## src/rtl/lebug_cfg_pkg.sv

```systemverilog
// Shared config-bus types for the tracing instrumentation chain.
// Entry layout, reserved idle id and sequencer state encoding.
package lebug_cfg_pkg;

  localparam logic [7:0] NULL_CONFIG_ID = 8'hFF;

  typedef struct packed {
    logic [7:0] id;
    logic [7:0] data;
  } cfg_entry_t;

  typedef enum logic [1:0] {
    TRACE,
    DRAIN,
    WRITE,
    SETTLE
  } seq_state_t;

endpackage

```

## src/rtl/config_table.sv

```systemverilog
// Register file of (configId, configData) entries for the sequencer.
// FIRMWARE_SEQ_READBACK_EN adds a registered readback port.
import lebug_cfg_pkg::*;

module config_table #(
  parameter int NUM_ENTRIES = 16
) (
  input  logic                           clk,
`ifdef FIRMWARE_SEQ_READBACK_EN
  input  logic                           reset,
  input  logic [$clog2(NUM_ENTRIES)-1:0] rd_addr,
  output cfg_entry_t                     rd_entry,
`endif
  input  logic                           we,
  input  logic [$clog2(NUM_ENTRIES)-1:0] waddr,
  input  cfg_entry_t                     wentry,
  input  logic [$clog2(NUM_ENTRIES)-1:0] raddr,
  output cfg_entry_t                     rentry
);

  cfg_entry_t mem [NUM_ENTRIES];

  // Host write port; contents deliberately survive reset.
  always_ff @(posedge clk) begin
    if (we) mem[waddr] <= wentry;
  end

  assign rentry = mem[raddr];

`ifdef FIRMWARE_SEQ_READBACK_EN
  // Registered host readback, usable in any sequencer state.
  always_ff @(posedge clk) begin
    if (reset) rd_entry <= '0;
    else       rd_entry <= mem[rd_addr];
  end
`endif

endmodule

```

## src/rtl/firmware_sequencer.sv

```systemverilog
// Drops tracing, drains, broadcasts the config table, restores tracing.
// FIRMWARE_SEQ_READBACK_EN adds rd_addr/rd_id/rd_data readback.
import lebug_cfg_pkg::*;

module firmware_sequencer #(
  parameter int         NUM_ENTRIES    = 16,
  parameter int         DRAIN_CYCLES   = 8,
  parameter logic [7:0] NULL_CONFIG_ID = lebug_cfg_pkg::NULL_CONFIG_ID
) (
  input  logic                             clk,
  input  logic                             reset,
  input  logic                             start_reconfig,
  input  logic                             load_en,
  input  logic [$clog2(NUM_ENTRIES)-1:0]   load_addr,
  input  logic [7:0]                       load_id,
  input  logic [7:0]                       load_data,
  input  logic                             load_count_en,
  input  logic [$clog2(NUM_ENTRIES+1)-1:0] load_count,
`ifdef FIRMWARE_SEQ_READBACK_EN
  input  logic [$clog2(NUM_ENTRIES)-1:0]   rd_addr,
  output logic [7:0]                       rd_id,
  output logic [7:0]                       rd_data,
`endif
  output logic                             tracing,
  output logic [7:0]                       configId,
  output logic [7:0]                       configData,
  output logic                             busy,
  output logic                             done
);

  localparam int AW = $clog2(NUM_ENTRIES);
  localparam int CW = $clog2(NUM_ENTRIES + 1);
  localparam int DW = $clog2(DRAIN_CYCLES + 1);
  localparam logic [CW-1:0] MAX_CNT = CW'(NUM_ENTRIES);

  seq_state_t    state;
  logic [CW-1:0] count;
  logic [AW-1:0] idx;
  logic [DW-1:0] drain_cnt;

  logic          idle;
  logic          tbl_we;
  logic [CW-1:0] sat_count;
  logic [CW-1:0] eff_count;
  logic [AW-1:0] tbl_raddr;
  logic          last_entry;
  cfg_entry_t    tbl_wentry;
  cfg_entry_t    tbl_rentry;

  assign idle       = (state == TRACE);
  assign tbl_we     = load_en & idle;
  assign tbl_wentry = '{id: load_id, data: load_data};
  assign sat_count  = (load_count > MAX_CNT) ? MAX_CNT : load_count;
  assign eff_count  = (load_count_en && idle) ? sat_count : count;
  assign tbl_raddr  = (state == WRITE) ? idx + AW'(1) : '0;
  assign last_entry = (CW'(idx) + CW'(1)) == count;

`ifdef FIRMWARE_SEQ_READBACK_EN
  cfg_entry_t rd_entry;

  assign rd_id   = rd_entry.id;
  assign rd_data = rd_entry.data;
`endif

  config_table #(
    .NUM_ENTRIES (NUM_ENTRIES)
  ) u_table (
    .clk      (clk),
`ifdef FIRMWARE_SEQ_READBACK_EN
    .reset    (reset),
    .rd_addr  (rd_addr),
    .rd_entry (rd_entry),
`endif
    .we       (tbl_we),
    .waddr    (load_addr),
    .wentry   (tbl_wentry),
    .raddr    (tbl_raddr),
    .rentry   (tbl_rentry)
  );

  // Reconfiguration FSM; the next entry is registered straight onto the bus.
  always_ff @(posedge clk) begin
    if (reset) begin
      state      <= TRACE;
      tracing    <= 1'b1;
      configId   <= NULL_CONFIG_ID;
      configData <= 8'h00;
      busy       <= 1'b0;
      done       <= 1'b0;
      count      <= '0;
      idx        <= '0;
      drain_cnt  <= '0;
    end else begin
      done <= 1'b0;
      if (idle && load_count_en) count <= sat_count;
      unique case (state)
        TRACE: begin
          if (start_reconfig && eff_count != '0) begin
            state     <= DRAIN;
            tracing   <= 1'b0;
            busy      <= 1'b1;
            drain_cnt <= DW'(DRAIN_CYCLES - 1);
          end
        end
        DRAIN: begin
          if (drain_cnt == '0) begin
            state      <= WRITE;
            idx        <= '0;
            configId   <= tbl_rentry.id;
            configData <= tbl_rentry.data;
          end else begin
            drain_cnt <= drain_cnt - DW'(1);
          end
        end
        WRITE: begin
          if (last_entry) begin
            state      <= SETTLE;
            configId   <= NULL_CONFIG_ID;
            configData <= 8'h00;
          end else begin
            idx        <= idx + AW'(1);
            configId   <= tbl_rentry.id;
            configData <= tbl_rentry.data;
          end
        end
        SETTLE: begin
          state   <= TRACE;
          tracing <= 1'b1;
          busy    <= 1'b0;
          done    <= 1'b1;
        end
      endcase
    end
  end

endmodule

```

## config.mk

```make
export PLATFORM = sky130hd
export DESIGN_NAME = firmware_sequencer
export DESIGN_NICKNAME = d
export VERILOG_FILES = /design/src/rtl/lebug_cfg_pkg.sv /design/src/rtl/config_table.sv /design/src/rtl/firmware_sequencer.sv
export SDC_FILE = /design/constraint.sdc
export NUM_CORES = 1
export LEC_CHECK = 0
export ABC_AREA = 1
export CORE_MARGIN = 3
export CORE_UTILIZATION = 68
export CTS_CLUSTER_DIAMETER = 30
export DETAILED_ROUTE_END_ITERATION = 10
export DONT_BUFFER_PORTS = 1
export PLACE_DENSITY = 0.9
export SLEW_MARGIN = 20
export SYNTH_ARGS = -nofsm -noshare
export SYNTH_HDL_FRONTEND = slang
export SYNTH_HIERARCHICAL = 1
export SYNTH_SLANG_ARGS = --single-unit
```

## constraint.sdc

```tcl
create_clock -name clk -period 3.5 [get_ports clk]
set_clock_uncertainty 0.1 [all_clocks]
set_input_delay 0.7 -clock clk [delete_from_list [all_inputs] [get_ports clk]]
set_output_delay 0.7 -clock clk [all_outputs]
set_load 0.01 [all_outputs]
```

==> reports/qor.yml, run 1 <==
run_status:
  status: "complete, no violations"
worst_setup_path:
  critPathMaxFanout: 16
  path_buf_inv: 2
  required_ns: 3.53
  crit_family: "simple AND/OR/NAND/NOR gates"
  cpPeakStageDelay_ns: 0.84
  crit_type: "reg -> reg"
  timing.critical_path.mode_cell: "inv_1"
  cp.arrival_ns: 2.82
  setup.worst_path.end_class: "flop"
  worstSetupStartpointType: "flop"
  cp_slowest_cell: "nor2_2"
  cp_cell_sequence: "inv_1 -> ha_1 -> nand2_1 -> inv_1 -> nand3b_1 -> nor2_2"
cts:
  cts.reportedPaths.clkPinSlew_ns: 0.05
  clkSinkCount: 290
  clock_latency_ns: 0.54
  clk_path_buf_depth: 3
  cts_max_level: 2
  postCtsHoldBufs: 0
  cts_tree: "done"
  cts-root-buf: "clkbuf_16"
  cts_setup_buffers: 0
  cts_buffers: 43
  post_cts_resized: 0
synthesis:
  ys_warn_count: 6
  synth_area_um2: 12700
  synth_nets: 1332
  ys_ff_latch: 290
  ys_seq_area_frac: 0.658
  avgSynthCellArea_um2: 9.83
  synth_cells: 1295
  yosysUniqueCellTypes: 26
timing:
  period_needed_ns: 2.78
  tightest_slew_ns: 1.01
  rsz0062_at_grt: "false"
  setup_viol: 0
  hold_violations: 0
  maxSlewViolCount: 0
  fmax_mhz: 359
  slew_headroom: 0.324
  period_share: 0.796
  fin_setup_tns_ns: 0
layout:
  final_cell_area_um2: 14400
  layoutNonFillerInstCount: 1572
  final_cell_mix: "nand2_1 (399), edfxtp_1 (256), inv_1 (224)"
  utilization: 0.796
  final_nets: 1347
  drive_above_1_share: 0.0923
  layout_commonest_cell: "nand2_1"
  fillers: 941
  antenna_cells: 0
  area_delta_synth_final_pct: 13.5
pwr:
  p_leak_nw: 6.20
  power_density_nw_per_um2: 736
  peakVddDrop_uv: 529
floorplan:
  core_um2: 18100
  io_pins: 49
  die_h_um: 143
  start_util: 0.701
  die_w_um: 143
  dieArea_um2: 20400
  rows: 49
routing:
  first_pass_iters: 6
  wl_met1_um: 11100
  wl_met2_um: 15700
  drtAntennaViolNets: 0
  wl_met3_um: 4840
  vias: 9749
  via_per_inst: 6.20
  drc: 0
  drt_iter0_drc: 1509
  wirelength_um: 33500
  route.top_layer_used: "met4"
  post_drt_wl_per_cell_um: 21.3
hold_path:
  hold_class: "in -> reg"
global_routing:
  grt_pass1_wl_um: 51900
  grt_overflow_total: 0
  grt_usage: 0.334
  antenna_found_initial: 0
  grt_max_degree: 130
  grt_pass1_vias: 9607
placement:
  gp_congestion: 0.891
  io_buffers: 0
  place.detailed.hpwl_um: 18100
  placed_cells: 1494
  place_area_um2: 13000
run:
  maxCapViolCount: 0
==> cell usage after synthesis <==
master	count	area share
nand4_1	4	0.0020
buf_4	19	0.011
o21ai_0	4	0.0016
nor3_1	1	0.00039
dfxtp_1	34	0.053
o21ai_1	8	0.0031
xor2_1	1	0.00069
inv_2	2	0.00059
buf_6	5	0.0044
edfxtp_1	256	0.60
nor2_1	41	0.012
o21bai_2	1	0.00088
clkbuf_1	12	0.0035
buf_2	21	0.0083
o31ai_1	1	0.00059
inv_1	225	0.066
nand2_1	399	0.12
nand2_2	1	0.00049
nand3_1	213	0.084
ha_1	7	0.0069
nand3b_1	3	0.0018
nand2_4	1	0.00088
xnor2_1	1	0.00069
a21oi_1	26	0.010
o22ai_1	8	0.0039
buf_1	1	0.00029
==> cell families after synthesis <==
| family | count (synthesis) | synth area share |
|---|---|---|
| flops | 290 | 0.658 |
| simple gates | 663 | 0.219 |
| xor+xnor | 2 | 0.00138 |
| buf+inv | 285 | 0.0947 |
| fa+ha+maj | 7 | 0.00688 |
| compound gates | 48 | 0.0204 |
==> metrics by stage <==
step / total power [mW] / setup WS (ns) / hold WS (ns)
2_1_floorplan: 5.71 / 1.30 / 0.374
5_1_grt: 11.0 / 0.589 / 0.135
4_1_cts: 10.6 / 0.729 / 0.139
6_report: 10.6 / 0.716 / 0.147
3_3_place_gp: 6.08 / 0.899 / 0.393
3_5_place_dp: 6.18 / 0.750 / 0.403
==> layout make-up <==
type | count | area [um^2] | share of cell area
inverters | 227 | 853 | 0.0591
flip-flops and latches | 290 | 8370 | 0.579
well taps | 229 | 287 | 0.0198
clock buffers | 50 | 1110 | 0.0770
clock inverters | 28 | 359 | 0.0249
multi-input cells | 720 | 3210 | 0.223
repair buffers | 28 | 248 | 0.0172
==> routing by layer <==
| metal | vias to the layer above | global-route usage |
|---|---|---|
| met2 | 824 | 0.536 |
| met5 | - | 0 |
| met1 | 4497 | 0.420 |
| li1 | 4236 | - |
| met3 | 192 | 0.0931 |
| met4 | 0 | 0.173 |
==> state kept, by name, summed over array words and instances (netlist names) <==
register,count
configId,8
count,5
u_table/mem,256
drain_cnt,4
done,1
idx,4
configData,8
state,2
busy,1
tracing,1
==> where the power goes <==
group          internal, mW  switching (mW)  leakage, nW
clock                  2.77            1.60        0.711
combinational         0.610            1.46         2.90
sequential             3.98           0.217         2.59
total                  7.36            3.28         6.20
==> worst paths after layout <==
kind / depth (start not counted) / to / slack (ns) / from
max reg2reg: 6 / u_table/mem[7][2] / 0.72 / state[0]
min reg2reg: 2 / count[1] / 0.41 / count[1]
max: 6 / u_table/mem[7][2] / 0.72 / state[0]
min: 1 / busy / 0.15 / reset
No activity file was read; power rests on OpenSTA's default activity.
==> run 2, diff against run 1 <==
--- a/config.mk
+++ b/config.mk
@@ -7,11 +7,11 @@
 export LEC_CHECK = 0
 export ABC_AREA = 1
 export CORE_MARGIN = 3
-export CORE_UTILIZATION = 68
+export CORE_UTILIZATION = 63
 export CTS_CLUSTER_DIAMETER = 30
 export DETAILED_ROUTE_END_ITERATION = 10
 export DONT_BUFFER_PORTS = 1
-export PLACE_DENSITY = 0.9
+export PLACE_DENSITY = 0.85
 export SLEW_MARGIN = 20
 export SYNTH_ARGS = -nofsm -noshare
 export SYNTH_HDL_FRONTEND = slang
==> constraint.sdc (replaced) <==
create_clock -name clk -period 2.9 [get_ports clk]
set_clock_uncertainty 0.1 [all_clocks]
set_input_delay 0.58 -clock clk [delete_from_list [all_inputs] [get_ports clk]]
set_output_delay 0.58 -clock clk [all_outputs]
set_load 0.01 [all_outputs]
==> reports/qor.yml, run 2 (same netlist as run 1, synthesis figures left out) <==
run_status:
  status: "complete, no violations"  # unchanged
placement:
  place.detailed.hpwl_um: 17800  # was 18,100 um
  gp_congestion: 0.833  # was 0.891
  dpl_worst_slack_ns: 0.392  # was 0.750 ns
  io_buffers: 0  # unchanged
  place_area_um2: 13100  # was 13,000 um^2
layout:
  drive_above_1_share: 0.111  # was 0.0923
  reg.largest.list: "u_table/mem x256, configData x8, configId x8"  # unchanged
  antenna_cells: 0  # unchanged
  largest-register: "u_table/mem"  # unchanged
  final_cell_area_um2: 14900  # was 14,400 um^2
  layout_commonest_cell: "nand2_1"  # unchanged
  final_cell_mix: "nand2_1 (399), edfxtp_1 (256), inv_1 (224)"  # unchanged
  final_nets: 1366  # was 1,347
  largest_reg_flops: 256  # unchanged
  area_delta_synth_final_pct: 16.8  # was 13.5%
floorplan:
  io_pins: 49  # unchanged
  die_h_um: 148  # was 143 um
  dieArea_um2: 21900  # was 20,400 um^2
  die_w_um: 148  # was 143 um
  rows: 51  # was 49
  start_util: 0.647  # was 0.701
  core_um2: 19700  # was 18,100 um^2
pwr:
  peakVddDrop_uv: 673  # was 529 uV
  p_leak_nw: 6.41  # was 6.20 nW
  totalPowerFinal_mw: 13.6  # was 10.6 mW
  power_density_nw_per_um2: 915  # was 736 nW/um^2
global_routing:
  grt_max_degree: 130  # unchanged
  antenna_found_initial: 1  # was 0
  grt_overflow_total: 0  # unchanged
  grt_pass1_wl_um: 50500  # was 51,900 um
  grt_pass1_vias: 9608  # was 9,607
  grt_usage: 0.300  # was 0.334
routing:
  wirelength_um: 33000  # was 33,500 um
  drc: 0  # unchanged
  first_pass_iters: 6  # unchanged
  vias: 9576  # was 9,749
  drt_iter0_drc: 1403  # was 1,509
  drtAntennaViolNets: 0  # unchanged
  post_drt_wl_per_cell_um: 20.3  # was 21.3 um
  via_per_inst: 5.87  # was 6.20
timing:
  hold_violations: 0  # unchanged
  fin_setup_tns_ns: 0  # unchanged
  slew_headroom: 0.349  # was 0.324
  fmax_mhz: 369  # was 359 MHz
  period_share: 0.935  # was 0.796
  period_needed_ns: 2.71  # was 2.78 ns
  whs_ns: 0.00997  # was 0.147 ns
  maxSlewViolCount: 0  # unchanged
  setup_viol: 0  # unchanged
  setup_slack_ns: 0.188  # was 0.716 ns
  rsz0062_at_grt: "false"  # unchanged
  tightest_slew_ns: 0.975  # was 1.01 ns
worst_setup_path:
  crit_type: "reg -> reg"  # unchanged
  setup.worst_path.end_class: "flop"  # unchanged
  rrSetupSlack_ns: 0.19  # was 0.72 ns
  cp.arrival_ns: 2.99  # was 2.82 ns
  required_ns: 3.18  # was 3.53 ns
  critPathMaxFanout: 57  # was 16
  worstSetupStartpointType: "flop"  # unchanged
cts:
  cts_max_level: 2  # unchanged
  clk_path_buf_depth: 3  # unchanged
  clock_latency_ns: 0.54  # about the same
  cts_buffers: 49  # was 43
  cts_setup_buffers: 0  # unchanged
  cts_tree: "done"  # unchanged
  clkSinkCount: 290  # unchanged
  cts.reportedPaths.clkPinSlew_ns: 0.05  # about the same
  cts-root-buf: "clkbuf_16"  # unchanged
run:
  maxCapViolCount: 0  # unchanged
hold_path:
  hold_class: "in -> reg"  # unchanged
[run 2: changes by cell type in the layout (fill, tap and decap cells not counted), moves of 2 or more]
| cell | delta |
|---|---|
| clkbuf_1 | -5 |
| buf_4 | +10 |
| clkbuf_8 | +4 |
| clkinv_1 | -2 |
| clkinv_2 | +6 |
| bufinv_16 | +3 |
| clkbuf_16 | +7 |
| inv_6 | -2 |
| dlygate4sd3_1 | +2 |
| inv_8 | -2 |
| clkinvlp_4 | +2 |
[run 2: power breakdown]
group / internal, mW / switching (mW)
Combinational: 0.767 / 1.72
Sequential: 4.81 / 0.276
Clock: 4.04 / 2.00
Total: 9.61 / 3.99
[run 2: routing by layer]
layer | track usage | wire length [um] | vias to the layer above
li1 | - | - | 4273
met1 | 0.373 | 11600 | 4486
met2 | 0.496 | 15900 | 677
met3 | 0.0832 | 4180 | 138
met4 | 0.137 | 1430 | 2
met5 | 0 | 13 | -
[run 2: area by class of cell]
class / count / area (um^2)
clock buffer: 55 / 1300
inverter: 227 / 853
fill: 1203 / 4790
sequential: 290 / 8370
clock inverter: 33 / 447
tap: 265 / 332
multi-input combinational: 720 / 3210
timing repair buffer: 41 / 359
[run 2: worst max-delay path, stage by stage (launching register included)]
cell      delay [ns]
dfxtp_1         0.33
inv_1           0.11
ha_1            0.26
inv_1           0.16
nor2_4          0.21
clkinv_2        0.28
buf_12          0.29
nand2_1         0.10
nand2_1         0.05
nand2_1         0.08
nand3_1         0.08
nand3_1         0.10
nand2_1         0.10
o22ai_1         0.20
nand2_1         0.09
[run 2: final timing paths]
check,start,to,cells after the start
max,state[0],configId[5],14
min,reset,count[3],1
min reg2reg,count[3],count[3],2
max reg2reg,state[0],configId[5],14
[run 2: through the flow]
stage / cells / utilization
CTS: 1629 / 0.755
finish: 1631 / 0.756
global placement: 1540 / 0.666
detailed placement: 1540 / 0.666
global route: 1631 / 0.756
floorplan: 1295 / -
[run 2: repair_timing]
action,CTS,global route
resized for setup,0,2
endpoints found under the setup margin,0,1
endpoints found under the hold margin,2,2
hold buffers,1,1
==> run 3, diff against run 2 <==
--- a/config.mk
+++ b/config.mk
@@ -8,7 +8,6 @@
 export ABC_AREA = 1
 export CORE_MARGIN = 3
 export CORE_UTILIZATION = 63
-export CTS_CLUSTER_DIAMETER = 30
 export DETAILED_ROUTE_END_ITERATION = 10
 export DONT_BUFFER_PORTS = 1
 export PLACE_DENSITY = 0.85
==> reports/qor.yml, run 3 (same netlist as run 1, synthesis figures left out) <==
run_status:
  status: "complete, no violations"  # unchanged
layout:
  reg.largest.list: "u_table/mem x256, configData x8, configId x8"  # unchanged
  final_cell_mix: "nand2_1 (399), edfxtp_1 (256), inv_1 (224)"  # unchanged
  utilization: 0.719  # was 0.756
  drive_above_1_share: 0.0812  # was 0.111
  largest_reg_flops: 256  # unchanged
  largest-register: "u_table/mem"  # unchanged
  antenna_cells: 0  # unchanged
  final_cell_area_um2: 14100  # was 14,900 um^2
  layout_commonest_cell: "nand2_1"  # unchanged
  layoutNonFillerInstCount: 1608  # was 1,631
  area_delta_synth_final_pct: 11.1  # was 16.8%
  fillers: 1309  # was 1,203
  final_nets: 1357  # was 1,366
worst_setup_path:
  cpPeakStageDelay_ns: 0.46  # was 0.33 ns
  required_ns: 3.19  # was 3.18 ns
  setup.worst_path.end_class: "flop"  # unchanged
  worstSetupStartpointType: "flop"  # unchanged
  crit_type: "reg -> reg"  # unchanged
  path_buf_inv: 3  # was 4
  critPathMaxFanout: 129  # was 57
  cp_cell_sequence: "inv_1 -> ha_1 -> inv_1 -> nor2_4 -> buf_12 -> nand2_1 -> nand3_1 -> nand3_1 -> nand3_1 -> nand2_1 -> o22ai_1 -> nand2_1"  # was inv_1 -> ha_1 -> inv_1 -> nor2_4 -> clkinv_2 -> buf_12 -> nand2_1 -> nand2_1 -> nand2_1 -> nand3_1 -> nand3_1 -> nand2_1 -> o22ai_1 -> nand2_1
  crit_family: "simple AND/OR/NAND/NOR gates"  # was buffers and inverters
  cp.arrival_ns: 2.98  # was 2.99 ns
  cp_slowest_cell: "buf_12"  # was dfxtp_1
routing:
  post_drt_wl_per_cell_um: 19.8  # was 20.3 um
  drt_iter0_drc: 1259  # was 1,403
  vias: 9356  # was 9,576
  first_pass_iters: 10  # was 6
  via_per_inst: 5.82  # was 5.87
  drc: 0  # unchanged
  wirelength_um: 31900  # was 33,000 um
  drtAntennaViolNets: 0  # unchanged
cts:
  cts.reportedPaths.clkPinSlew_ns: 0.06  # was 0.05 ns
  cts-root-buf: "clkbuf_16"  # unchanged
  clock_latency_ns: 0.56  # was 0.54 ns
  clk_path_buf_depth: 3  # unchanged
  clkSinkCount: 290  # unchanged
  cts_max_level: 1  # was 2
  cts_tree: "done"  # unchanged
  cts_buffers: 29  # was 49
pwr:
  clockPowerShare: 0.322  # was 0.444
  p_leak_nw: 6.05  # was 6.41 nW
  intPower_mw: 7.61  # was 9.61 mW
  peakVddDrop_uv: 630  # was 673 uV
  totalPowerFinal_mw: 11.1  # was 13.6 mW
  p_sw_mw: 3.48  # was 3.99 mW
  pwr-share-seq: 0.457  # was 0.374
  switching_share: 0.314  # was 0.294
  power_density_nw_per_um2: 785  # was 915 nW/um^2
  p_comb_frac: 0.220  # was 0.183
timing:
  whs_ns: 0.0149  # was 0.00997 ns
  period_needed_ns: 2.69  # was 2.71 ns
  setup_viol: 0  # unchanged
  slew_headroom: 0.355  # was 0.349
  maxSlewViolCount: 0  # unchanged
  fin_setup_tns_ns: 0  # unchanged
  fmax_mhz: 371  # was 369 MHz
  period_share: 0.928  # was 0.935
  tightest_slew_ns: 0.967  # was 0.975 ns
  hold_violations: 0  # unchanged
  setup_slack_ns: 0.208  # was 0.188 ns
  rsz0062_at_grt: "false"  # unchanged
floorplan:
  die_h_um: 148  # unchanged
  start_util: 0.647  # unchanged
  core_um2: 19700  # unchanged
  die_w_um: 148  # unchanged
  rows: 51  # unchanged
  io_pins: 49  # unchanged
  dieArea_um2: 21900  # unchanged
global_routing:
  grt_max_degree: 130  # unchanged
  antenna_found_initial: 1  # unchanged
  grt_pass1_wl_um: 48500  # was 50,500 um
  grt_overflow_total: 0  # unchanged
  grt_pass1_vias: 9074  # was 9,608
  grt_usage: 0.287  # was 0.300
placement:
  io_buffers: 0  # unchanged
  place.detailed.hpwl_um: 17800  # unchanged
  dpl_worst_slack_ns: 0.392  # unchanged
  place_area_um2: 13100  # unchanged
  gp_congestion: 0.833  # unchanged
  placed_cells: 1540  # unchanged
hold_path:
  hold_class: "in -> reg"  # unchanged
run:
  maxCapViolCount: 0  # unchanged
run 3: cell types whose count changed in the layout (fill, tap and decap cells not counted), sizes merged:
cell,delta
dlygate4sd3,+12
clkinvlp,-4
bufinv,-7
clkbuf,-19
inv,-5
run 3: power groups by stage:
stage | logic, mW | clock network (mW) | registers, mW
floorplan | 1.84 | 0 | 5.05
CTS | 2.36 | 3.61 | 5.07
finish | 2.44 | 3.58 | 5.07
global route | 2.72 | 3.79 | 5.09
detailed placement | 2.31 | 0 | 5.15
global placement | 2.22 | 0 | 5.14
run 3: worst paths after layout:
path	startpoint	endpoint	slack, ns	cells past startpoint
setup / recovery	state[0]	configId[7]	0.21	12
hold / removal	load_id[0]	u_table/mem[10][8]	0.01	0
setup reg to reg	state[0]	configId[7]	0.21	12
hold reg to reg	count[1]	count[1]	0.41	2
run 3: layout make-up:
type	instances	area, um^2	share of cell area
multi-input combinational	720	3210	0.227
tap	265	332	0.0235
clock buffer	37	766	0.0542
clock inverter	17	143	0.0101
sequential	290	8370	0.592
inverter	227	853	0.0604
timing repair buffer	52	463	0.0328
run 3: timing repair:
item | in CTS | in global routing
resized for setup | 0 | 0
buffers inserted | 0 | 0
hold endpoints to repair | 9 | 40
hold buffers | 2 | 12
run 3: metal layers:
metal,share of wire,GRT usage,vias up
met5,0.00041,0,-
met1,0.36,0.377,4447
met4,0.034,0.100,2
met2,0.48,0.482,569
li1,-,-,4231
met3,0.12,0.0570,107
run 3: worst reg2reg max path: cells and delay by family (launching register included):
kind	cells	cell delay, ns
adder cells (fa/ha/maj)	1	0.25
AO/OA/AOI/OAI	1	0.15
AND/OR/NAND/NOR	7	0.98
flip-flops	1	0.34
buffers and inverters	3	0.73
